`config.mk`:
```
export PLATFORM = sky130hd
export DESIGN_NAME = alu_flag_unit_flat
export DESIGN_NICKNAME = d
export VERILOG_FILES = /design/src/rtl/alu_flag_unit_if.sv /design/src/rtl/alu_flag_unit.sv /design/src/flat_wrapper.sv
export SDC_FILE = /design/constraint.sdc
export NUM_CORES = 1
export LEC_CHECK = 0
export CAP_MARGIN = 30
export CORE_MARGIN = 4
export CORE_UTILIZATION = 40
export DETAILED_ROUTE_END_ITERATION = 12
export MAX_ROUTING_LAYER = met4
export PLACE_DENSITY = 0.69
export SLEW_MARGIN = 25
export SYNTH_ARGS = -nofsm -noshare
export SYNTH_HDL_FRONTEND = slang
export SYNTH_SLANG_ARGS = --single-unit
```
`constraint.sdc`:
```
create_clock -name clk -period 7.8 [get_ports clk]
set_input_delay 1.17 -clock clk [delete_from_list [all_inputs] [get_ports clk]]
set_output_delay 1.17 -clock clk [all_outputs]
set_load 0.05 [all_outputs]
```
`src/rtl/alu_flag_unit_if.sv`:
```
// Execute-stage bus for alu_flag_unit: ALU operands/op, flag write enable,
// combinational and registered ALU outputs, and the independent PC adder.
interface alu_flag_unit_if #(
    parameter int WIDTH = 64
);
    logic [WIDTH-1:0] a;
    logic [WIDTH-1:0] b;
    logic [2:0]       cntrl;
    logic             flag_en;

    logic [WIDTH-1:0] result;
    logic             negative;
    logic             zero;
    logic             overflow;
    logic             carry_out;

    logic [WIDTH-1:0] result_q;
    logic             flag_n_q;
    logic             flag_z_q;
    logic             flag_v_q;
    logic             flag_c_q;

    logic [WIDTH-1:0] add_a;
    logic [WIDTH-1:0] add_b;
    logic [WIDTH-1:0] add_sum;

    // Driver side (ID/EX stage or bench)
    modport master (
        output a, b, cntrl, flag_en, add_a, add_b,
        input  result, negative, zero, overflow, carry_out,
        input  result_q, flag_n_q, flag_z_q, flag_v_q, flag_c_q,
        input  add_sum
    );

    // The execute block itself
    modport slave (
        input  a, b, cntrl, flag_en, add_a, add_b,
        output result, negative, zero, overflow, carry_out,
        output result_q, flag_n_q, flag_z_q, flag_v_q, flag_c_q,
        output add_sum
    );
endinterface

```
`src/rtl/alu_flag_unit.sv`:
```
// Execute-stage ALU with NZVC flag generation, NZVC flag register with write
// enable, a registered copy of the ALU result, and a separate PC/branch adder.
module alu_flag_unit #(
    parameter int WIDTH = 64
) (
    input  logic            clk,
    input  logic            reset,
    alu_flag_unit_if.slave  bus
);
    localparam logic [2:0] OP_PASS_B = 3'b000;
    localparam logic [2:0] OP_ADD    = 3'b010;
    localparam logic [2:0] OP_SUB    = 3'b011;
    localparam logic [2:0] OP_AND    = 3'b100;
    localparam logic [2:0] OP_OR     = 3'b101;
    localparam logic [2:0] OP_XOR    = 3'b110;

    logic [WIDTH-1:0] bOperand;
    logic             carryIn;
    logic             isArith;
    logic [WIDTH:0]   addFull;
    logic             msbCarryIn;
    logic [WIDTH-1:0] aluResult;
    logic             flagN;
    logic             flagZ;
    logic             flagV;
    logic             flagC;

    logic [WIDTH-1:0] resultReg;
    logic             flagNReg;
    logic             flagZReg;
    logic             flagVReg;
    logic             flagCReg;

    // Shared adder input selection: subtract is a + ~b + 1 so carry means "no borrow"
    always_comb begin
        bOperand = bus.b;
        carryIn  = 1'b0;
        isArith  = 1'b0;
        case (bus.cntrl)
            OP_ADD: begin
                isArith = 1'b1;
            end
            OP_SUB: begin
                bOperand = ~bus.b;
                carryIn  = 1'b1;
                isArith  = 1'b1;
            end
            default: begin
                bOperand = bus.b;
            end
        endcase
    end

    assign addFull    = {1'b0, bus.a} + {1'b0, bOperand} + {{WIDTH{1'b0}}, carryIn};
    // Recover the carry into the MSB from the MSB sum bit and its two inputs
    assign msbCarryIn = addFull[WIDTH-1] ^ bus.a[WIDTH-1] ^ bOperand[WIDTH-1];

    // Result mux; unused op codes (001, 111) deliberately produce zero
    always_comb begin
        aluResult = '0;
        case (bus.cntrl)
            OP_PASS_B: aluResult = bus.b;
            OP_ADD,
            OP_SUB:    aluResult = addFull[WIDTH-1:0];
            OP_AND:    aluResult = bus.a & bus.b;
            OP_OR:     aluResult = bus.a | bus.b;
            OP_XOR:    aluResult = bus.a ^ bus.b;
            default:   aluResult = '0;
        endcase
    end

    // Flag generation; V and C only carry meaning for add/subtract
    always_comb begin
        flagN = aluResult[WIDTH-1];
        flagZ = (aluResult == '0);
        flagC = isArith & addFull[WIDTH];
        flagV = isArith & (msbCarryIn ^ addFull[WIDTH]);
    end

    // Result pipeline copy, loaded every cycle
    always_ff @(posedge clk or posedge reset) begin
        if (reset) begin
            resultReg <= '0;
        end else begin
            resultReg <= aluResult;
        end
    end

    // NZVC flag register, loaded only when the instruction sets flags
    always_ff @(posedge clk or posedge reset) begin
        if (reset) begin
            flagNReg <= 1'b0;
            flagZReg <= 1'b0;
            flagVReg <= 1'b0;
            flagCReg <= 1'b0;
        end else if (bus.flag_en) begin
            flagNReg <= flagN;
            flagZReg <= flagZ;
            flagVReg <= flagV;
            flagCReg <= flagC;
        end
    end

    assign bus.result    = aluResult;
    assign bus.negative  = flagN;
    assign bus.zero      = flagZ;
    assign bus.overflow  = flagV;
    assign bus.carry_out = flagC;

    assign bus.result_q  = resultReg;
    assign bus.flag_n_q  = flagNReg;
    assign bus.flag_z_q  = flagZReg;
    assign bus.flag_v_q  = flagVReg;
    assign bus.flag_c_q  = flagCReg;

    // Independent PC+4 / branch-target adder, wraps modulo 2^WIDTH
    assign bus.add_sum   = bus.add_a + bus.add_b;
endmodule

```
`src/flat_wrapper.sv`:
```
// flat-port wrapper written by rule: the top's interface ports become plain ports
module alu_flag_unit_flat 
#(
    parameter int WIDTH = 64
)
  (clk, reset, bus_a, bus_b, bus_cntrl, bus_flag_en, bus_add_a, bus_add_b, bus_result, bus_negative, bus_zero, bus_overflow, bus_carry_out, bus_result_q, bus_flag_n_q, bus_flag_z_q, bus_flag_v_q, bus_flag_c_q, bus_add_sum);
  alu_flag_unit_if #(.WIDTH(WIDTH)) bus_i ();
  input  logic clk;
  input  logic reset;
  input wire logic [$bits(bus_i.a)-1:0] bus_a;
  input wire logic [$bits(bus_i.b)-1:0] bus_b;
  input wire logic [$bits(bus_i.cntrl)-1:0] bus_cntrl;
  input wire logic [$bits(bus_i.flag_en)-1:0] bus_flag_en;
  input wire logic [$bits(bus_i.add_a)-1:0] bus_add_a;
  input wire logic [$bits(bus_i.add_b)-1:0] bus_add_b;
  output wire logic [$bits(bus_i.result)-1:0] bus_result;
  output wire logic [$bits(bus_i.negative)-1:0] bus_negative;
  output wire logic [$bits(bus_i.zero)-1:0] bus_zero;
  output wire logic [$bits(bus_i.overflow)-1:0] bus_overflow;
  output wire logic [$bits(bus_i.carry_out)-1:0] bus_carry_out;
  output wire logic [$bits(bus_i.result_q)-1:0] bus_result_q;
  output wire logic [$bits(bus_i.flag_n_q)-1:0] bus_flag_n_q;
  output wire logic [$bits(bus_i.flag_z_q)-1:0] bus_flag_z_q;
  output wire logic [$bits(bus_i.flag_v_q)-1:0] bus_flag_v_q;
  output wire logic [$bits(bus_i.flag_c_q)-1:0] bus_flag_c_q;
  output wire logic [$bits(bus_i.add_sum)-1:0] bus_add_sum;
  assign bus_i.a = bus_a;
  assign bus_i.b = bus_b;
  assign bus_i.cntrl = bus_cntrl;
  assign bus_i.flag_en = bus_flag_en;
  assign bus_i.add_a = bus_add_a;
  assign bus_i.add_b = bus_add_b;
  assign bus_result = bus_i.result;
  assign bus_negative = bus_i.negative;
  assign bus_zero = bus_i.zero;
  assign bus_overflow = bus_i.overflow;
  assign bus_carry_out = bus_i.carry_out;
  assign bus_result_q = bus_i.result_q;
  assign bus_flag_n_q = bus_i.flag_n_q;
  assign bus_flag_z_q = bus_i.flag_z_q;
  assign bus_flag_v_q = bus_i.flag_v_q;
  assign bus_flag_c_q = bus_i.flag_c_q;
  assign bus_add_sum = bus_i.add_sum;
  alu_flag_unit #(.WIDTH(WIDTH)) u_core (.clk(clk), .reset(reset), .bus(bus_i));
endmodule
```
==> results of run 1 <==
## state kept, by name, indices dropped and copies added, names as in the netlist
register / flops
u_core.bus.flag_v_q: 1
u_core.bus.flag_n_q: 1
u_core.bus.flag_z_q: 1
u_core.bus.flag_c_q: 1
u_core.bus.result_q: 64
## cells by family (layout without fill, tap and decap cells)
| family | count (synthesis) | in the layout | share of synthesized area [%] |
|---|---|---|---|
| compound gates | 607 | 607 | 28.1 |
| simple gates | 483 | 483 | 16.0 |
| fa+ha+maj | 271 | 271 | 23.7 |
| buf+inv | 250 | 680 | 6.72 |
| xor+xnor | 169 | 169 | 10.3 |
| flops | 68 | 68 | 11.9 |
| mux | 45 | 45 | 3.22 |
| other cells | 0 | 10 | 0 |
## power groups by stage
stage	sequential [W]	clock [W]	combinational (W)
finish	0.000423	0.000461	0.00250
global route	0.000428	0.000483	0.00265
CTS	0.000423	0.000470	0.00250
detailed placement	0.000430	0	0.00248
global placement	0.000429	0	0.00248
floorplan	0.000623	0	0.00133
## worst min-delay path, stage by stage (launching register included)
cell     delay [ns]
dfrtp_1        0.34
nand2_1        0.07
o31ai_2        0.05
## cell usage in the layout (no fill, tap or decap), types with 12 or more instances in the layout
| master | count |
|---|---|
| a211oi_1 | 15 |
| nor3_1 | 38 |
| o22a_1 | 18 |
| ha_1 | 269 |
| buf_12 | 54 |
| clkdlybuf4s50_1 | 396 |
| a22oi_1 | 28 |
| o22ai_1 | 22 |
| nand2b_1 | 12 |
| o21bai_1 | 22 |
| inv_1 | 165 |
| o21ai_0 | 95 |
| o21a_1 | 29 |
| nor2_1 | 138 |
| and3_1 | 16 |
| a21oi_1 | 172 |
| dfrtp_1 | 68 |
| xor2_1 | 32 |
| o211ai_1 | 27 |
| xnor2_1 | 137 |
| nand4_1 | 38 |
| a31oi_1 | 16 |
| mux2i_1 | 36 |
| nand2_1 | 139 |
| buf_4 | 42 |
| nor2b_1 | 14 |
| a21o_1 | 57 |
| nand3_1 | 27 |
## repair_timing
| action | in CTS | in global routing |
|---|---|---|
| hold buffers | 0 | 0 |
| setup endpoints to repair | 0 | 2 |
| endpoints found under the hold margin | 0 | 0 |
| gates resized for setup | 0 | 4 |
## stage by stage
| step | power (W) | setup WS [ns] | cell area [um2] | util, % | hold slack [ns] |
|---|---|---|---|---|---|
| after floorplan | 0.00195 | 0.0264 | 14400 | - | 0.776 |
| after global placement | 0.00291 | 0.233 | 20000 | 56.4 | 0.488 |
| after detailed placement | 0.00291 | 0.203 | 20000 | 56.4 | 0.483 |
| after CTS | 0.00339 | 0.165 | 20300 | 57.3 | 0.498 |
| after global routing | 0.00356 | 0.0460 | 20400 | 57.5 | 0.532 |
| final | 0.00339 | 0.309 | 20400 | 57.5 | 0.491 |
## routing by layer
layer | vias up | share of wire [%] | GRT usage, %
li1 | 7706 | - | -
met3 | 93 | 6.8 | 4.91
met4 | 0 | 3.0 | 9.04
met1 | 7610 | 41 | 36.4
met5 | - | 0 | -
met2 | 635 | 50 | 53.4
## layout make-up
type | count | share of cell area [%]
Clock buffer | 10 | 1.12
Clock inverter | 6 | 0.436
Inverter | 167 | 3.07
Antenna cell | 10 | 0.123
Tap cell | 461 | 2.83
Sequential cell | 68 | 8.35
Timing Repair Buffer | 497 | 26.5
Multi-Input combinational cell | 1575 | 57.6
## how the worst min path moves through the flow
stage                                      to  slack [ns]  cells after the start
after floorplan           u_core.bus.flag_v_q        0.78                      1
after global placement    u_core.bus.flag_z_q        0.49                      2
after detailed placement  u_core.bus.flag_z_q        0.48                      2
after CTS                 u_core.bus.flag_z_q        0.50                      2
after global routing      u_core.bus.flag_z_q        0.53                      2
final                     u_core.bus.flag_z_q        0.49                      2
==> flow_metrics.tcl, run 1 <==
set metrics [dict create \
    ys.flop_type "dfrtp_1" \
    grt-ovfl-total 0 \
    placed_cells 2768 \
    cts_buffer_depth 2 \
    final_layout_size_suffix_gt1_share_pct 6.93 \
    placementRows 69 \
    power.switching_w 0.00175 \
    syn_to_final_growth_pct 42.2 \
    rr_endpoint "u_core.bus.flag_c_q" \
    cts-htree-levels 3 \
    port_buffers 461 \
    grt_pass1_vias 16000 \
    antenna_found_initial 10 \
    fin_crit_sh_pct 96.0 \
    place.gp.congestion 1.01 \
    avgSynthCellArea_um2 7.58 \
    synth-edff-count 0 \
    setup_viol 0 \
    cts_buffers 9 \
    dp_hpwl_um 50200 \
    worstMarginPinSlew_ns 0.901 \
    cts_setup_buffers 0 \
    start_util_pct 40.4 \
    finalHoldViolCount 0 \
    power_density_nw_per_um2 166 \
    min_path_type "reg2reg" \
    synth_top_area_share_pct 23.5 \
    power_frac_comb_pct 73.9 \
    cp_top_family "simple AND/OR/NAND/NOR gates" \
    yosysSeqAreaShare_pct 11.9 \
    die_width_um 197 \
    synth_cell_types 82 \
    fin_cells 2794 \
    path_class "in2out" \
    crit_cells 20 \
    required_ns 6.63 \
    cap_violations 0 \
    slew_violations 0 \
    cp_num_buf_inv 4 \
    swShare_pct 51.6 \
    p_int_w 0.00164 \
    grt_use_total_pct 30.6 \
    drt-pass1-iter-count 6 \
    dieHeight_um 197 \
    syn-num-nets 2426 \
    yosys_warnings 0 \
    clock_latency_ns 0.35 \
    ys_ff_latch 68 \
    seq_area_um2 1700 \
    core_area_um2 35500 \
    clock.fmax_mhz 134 \
    cts.sinks 68 \
    worstHoldStart "u_core.bus.flag_z_q" \
    slowest_delay_ns 0.63 \
    drt_iter0_drc 979 \
    synth_most_common_cell "ha_1" \
    p_seq_share_pct 12.5 \
    crit_fanout 42 \
    rsz0062_at_grt "false" \
    root_buffer "clkbuf_16" \
    vias 16000 \
    timing.slew.headroom_pct 39.3 \
    multiInputGateArea_um2 11700 \
    grt_max_degree 69 \
    finalWirelength_um 60800 \
    power_leakage_nw 9.24 \
    startpoint_type "input pin" \
    rr_startpoint "u_core.bus.flag_c_q" \
    syn-instance-count 1893 \
    syn_area_um2 14300 \
    synthArstFlopShare_pct 100 \
    synth_commonest_cells "269 x ha_1, 172 x a21oi_1, 166 x inv_1" \
    cts_tree "done" \
    path_cells "buf_2 -> nor2b_4 -> nand2_4 -> buf_12 -> xnor2_1 -> ha_1 -> nand4_1 -> nor4_1 -> a221o_1 -> a211o_1 -> o21ai_2 -> o311a_1 -> o311ai_0 -> xnor2_1 -> o211ai_1 -> nor4_1 -> nand4_1 -> buf_4 -> nor2_4 -> buf_12" \
    drc_errors 0 \
    dieArea_um2 38900 \
    yosys.area.top_type "ha_1" \
    fin_skew_ns 0 \
    period_minus_slack_ns 7.49 \
    io_pins 462 \
    critPathLaunch "bus_cntrl[1]" \
    wl_per_cell_um 21.8 \
    ir_drop_mv 0.127 \
    synth_area_leaders "ha_1 23%, dfrtp_1 12%, xnor2_1 8.4%, a21oi_1 6.0%, inv_1 4.3%" \
    fillers 3306 \
    status "completed" \
    ff2ff_path_depth 1 \
    grt_pass1_wl_um 91900 \
    critPathSlowestCell "nor4_1" \
    clk_pin_slew_ns 0.06 \
    reg2reg_slack_ns 7.06 \
    tns_ns 0 \
    routed_via_density 5.74 \
    nets 2851 \
    ant_nets 0 \
    clkPwrFrac_pct 13.6 \
    cp-end-kind "output port" \
    cp_data_arrival_time_ns 6.32 \
    endpoint "bus_zero" \
]
(Power assumes the default switching activity.)
==> inputs of run 2 (changes only) <==
DONT_BUFFER_PORTS = 1   (was not set)
GPL_TIMING_DRIVEN = 0   (was not set)
PLACE_DENSITY = 0.52   (was 0.69)
RECOVER_POWER = 50   (was not set)
==> run 2 against run 1 <==
- the flow now finishes with violations (capacitance limit, slew limit)
- critical path depth rose by 1
- worst hold slack better by 0.31 ns
- setup slack got worse by 0.19 ns
- sequential share of layout area is 2.1 points higher
- highest routed layer unchanged
==> flow_metrics.tcl, run 2 (synthesized netlist as in run 1, its figures left out) <==
set metrics [dict create \
    status "finished with violations" \
    violations "capacitance limit, slew limit" \
    final_common_cell "ha_1" \
    nets 2493 \
    grt_pass1_vias 14600 \
    multiInputGateArea_um2 12300 \
    slowest_delay_ns 0.53 \
    ir_drop_mv 0.171 \
    clk_pin_slew_ns 0.05 \
    clock.fmax_mhz 130 \
    cts.sinks 68 \
    cp_data_arrival_time_ns 6.51 \
    slew_violations 52 \
    fin_skew_ns 0 \
    dieArea_um2 38900 \
    place.gp.congestion 0.961 \
    startpoint_type "input pin" \
    rr_startpoint "u_core.bus.flag_c_q" \
    power_leakage_nw 7.63 \
    worstMarginPinSlew_ns 2.59 \
    critPathSlowestCell "or4_4" \
    drt-pass1-iter-count 5 \
    fin_crit_sh_pct 98.5 \
    period_minus_slack_ns 7.68 \
    setup_viol 0 \
    path_class "in2out" \
    grt-ovfl-total 0 \
    placementRows 69 \
    clock_latency_ns 0.34 \
    grt_use_total_pct 29.0 \
    die_width_um 197 \
    path_cells "clkbuf_4 -> nor2b_1 -> buf_4 -> buf_8 -> buf_12 -> nand2_8 -> clkbuf_16 -> xnor2_2 -> ha_1 -> a211oi_4 -> a211oi_4 -> o21a_2 -> o31a_4 -> a311oi_2 -> a21oi_2 -> a221o_1 -> mux2i_2 -> nand2_4 -> or3_1 -> or4_4 -> nor2_4" \
    cts_tree "done" \
    grt_pass1_wl_um 86300 \
    drt_iter0_drc 939 \
    wl_per_cell_um 23.7 \
    vias 14800 \
    seq_area_um2 1700 \
    finalWirelength_um 57400 \
    fillers 3565 \
    cts-htree-levels 3 \
    power_density_nw_per_um2 175 \
    port_buffers 0 \
    worstHoldStart "u_core.bus.flag_v_q" \
    final_layout_size_suffix_gt1_share_pct 10.6 \
    drc_errors 0 \
    tns_ns 0 \
    ant_nets 0 \
    fin_ws_ns 0.121 \
    required_ns 6.63 \
    timing.slew.headroom_pct -72.7 \
    cp_num_buf_inv 5 \
    dp_slack_ns -1.98 \
    dieHeight_um 197 \
    reg2reg_slack_ns 6.79 \
    antenna_found_initial 0 \
    cts_hold_repair.buffers 0 \
    io_pins 462 \
    min_path_type "reg2reg" \
    cts_buffers 9 \
    core_area_um2 35500 \
    final_cell_mix "268 x ha_1, 165 x inv_1, 159 x a21oi_1, 137 x nand2_1, 136 x nor2_1" \
    path_common_cell "a211oi_4" \
    start_util_pct 40.4 \
    root_buffer "clkbuf_16" \
    cp_top_family "compound AO/OA/AOI/OAI gates" \
    routed_via_density 6.09 \
    fin_util_pct 46.1 \
    dp_hpwl_um 47900 \
    cp-end-kind "output port" \
    critPathLaunch "bus_cntrl[1]" \
    num_antenna_cells 0 \
    hold_slack_ns 0.806 \
    cts_buffer_depth 2 \
    cap_violations 2 \
    largest_reg_flops 64 \
    syn_to_final_growth_pct 14.1 \
    crit_fanout 10 \
    finalHoldViolCount 0 \
    grt_max_degree 49 \
]
-- run 2: cell count changes in the layout (fill, tap and decap cells not counted), moves of 20 or more --
cell / change
xnor2_1: -26
clkbuf_1: +54
buf_12: -53
buf_1: +20
clkdlybuf4s50_1: -396
xnor2_2: +26
-- run 2: path summary, 6_finish.rpt --
kind,endpoint,cells past startpoint
min in group asynchronous,u_core.bus.result_q[13],1
setup reg to reg,u_core.bus.flag_c_q,1
setup / recovery,bus_zero,21
hold reg to reg,u_core.bus.flag_v_q,1
hold / removal,u_core.bus.flag_v_q,1
max in group asynchronous,u_core.bus.result_q[23],2
-- run 2: routing by layer --
metal  global-route usage (%)  vias up  share of wire, %
li1                         -     6968                 -
met1                     34.5     7101                40
met2                     50.1      593                49
met3                     5.30       90               7.6
met4                     8.27        0               3.1
met5                        -        -                 0
-- run 2: final cells by class --
cell class,count,share of cell area [%]
multi-input cells,1575,75.3
flip-flops and latches,68,10.4
inverters,167,3.84
well taps,461,3.53
plain buffers,81,2.65
repair buffers,58,2.52
clock buffers,12,1.57
clock inverters,2,0.214
-- run 2: stage by stage --
step | total power, W | cell area (um2) | std cells
after CTS | 0.00284 | 16300 | 2424
after global routing | 0.00301 | 16400 | 2424
final | 0.00286 | 16400 | 2424
after floorplan | 0.00195 | 14400 | 1893
after detailed placement | 0.00238 | 15700 | 2406
after global placement | 0.00226 | 15000 | 2354
-- run 2: timing repair --
action,4_1_cts,5_1_grt
resized for setup,70,33
buffers inserted,5,1
pin swaps,12,18
endpoints found under the hold margin,0,0
setup endpoints to repair,32,1
-- run 2: report_power, final --
part           switching [W]  total, W  leakage [nW]  internal, W
clock network       0.000165  0.000426         0.145     0.000261
registers           0.000218  0.000622         0.853     0.000404
logic                0.00126   0.00181          6.63     0.000550
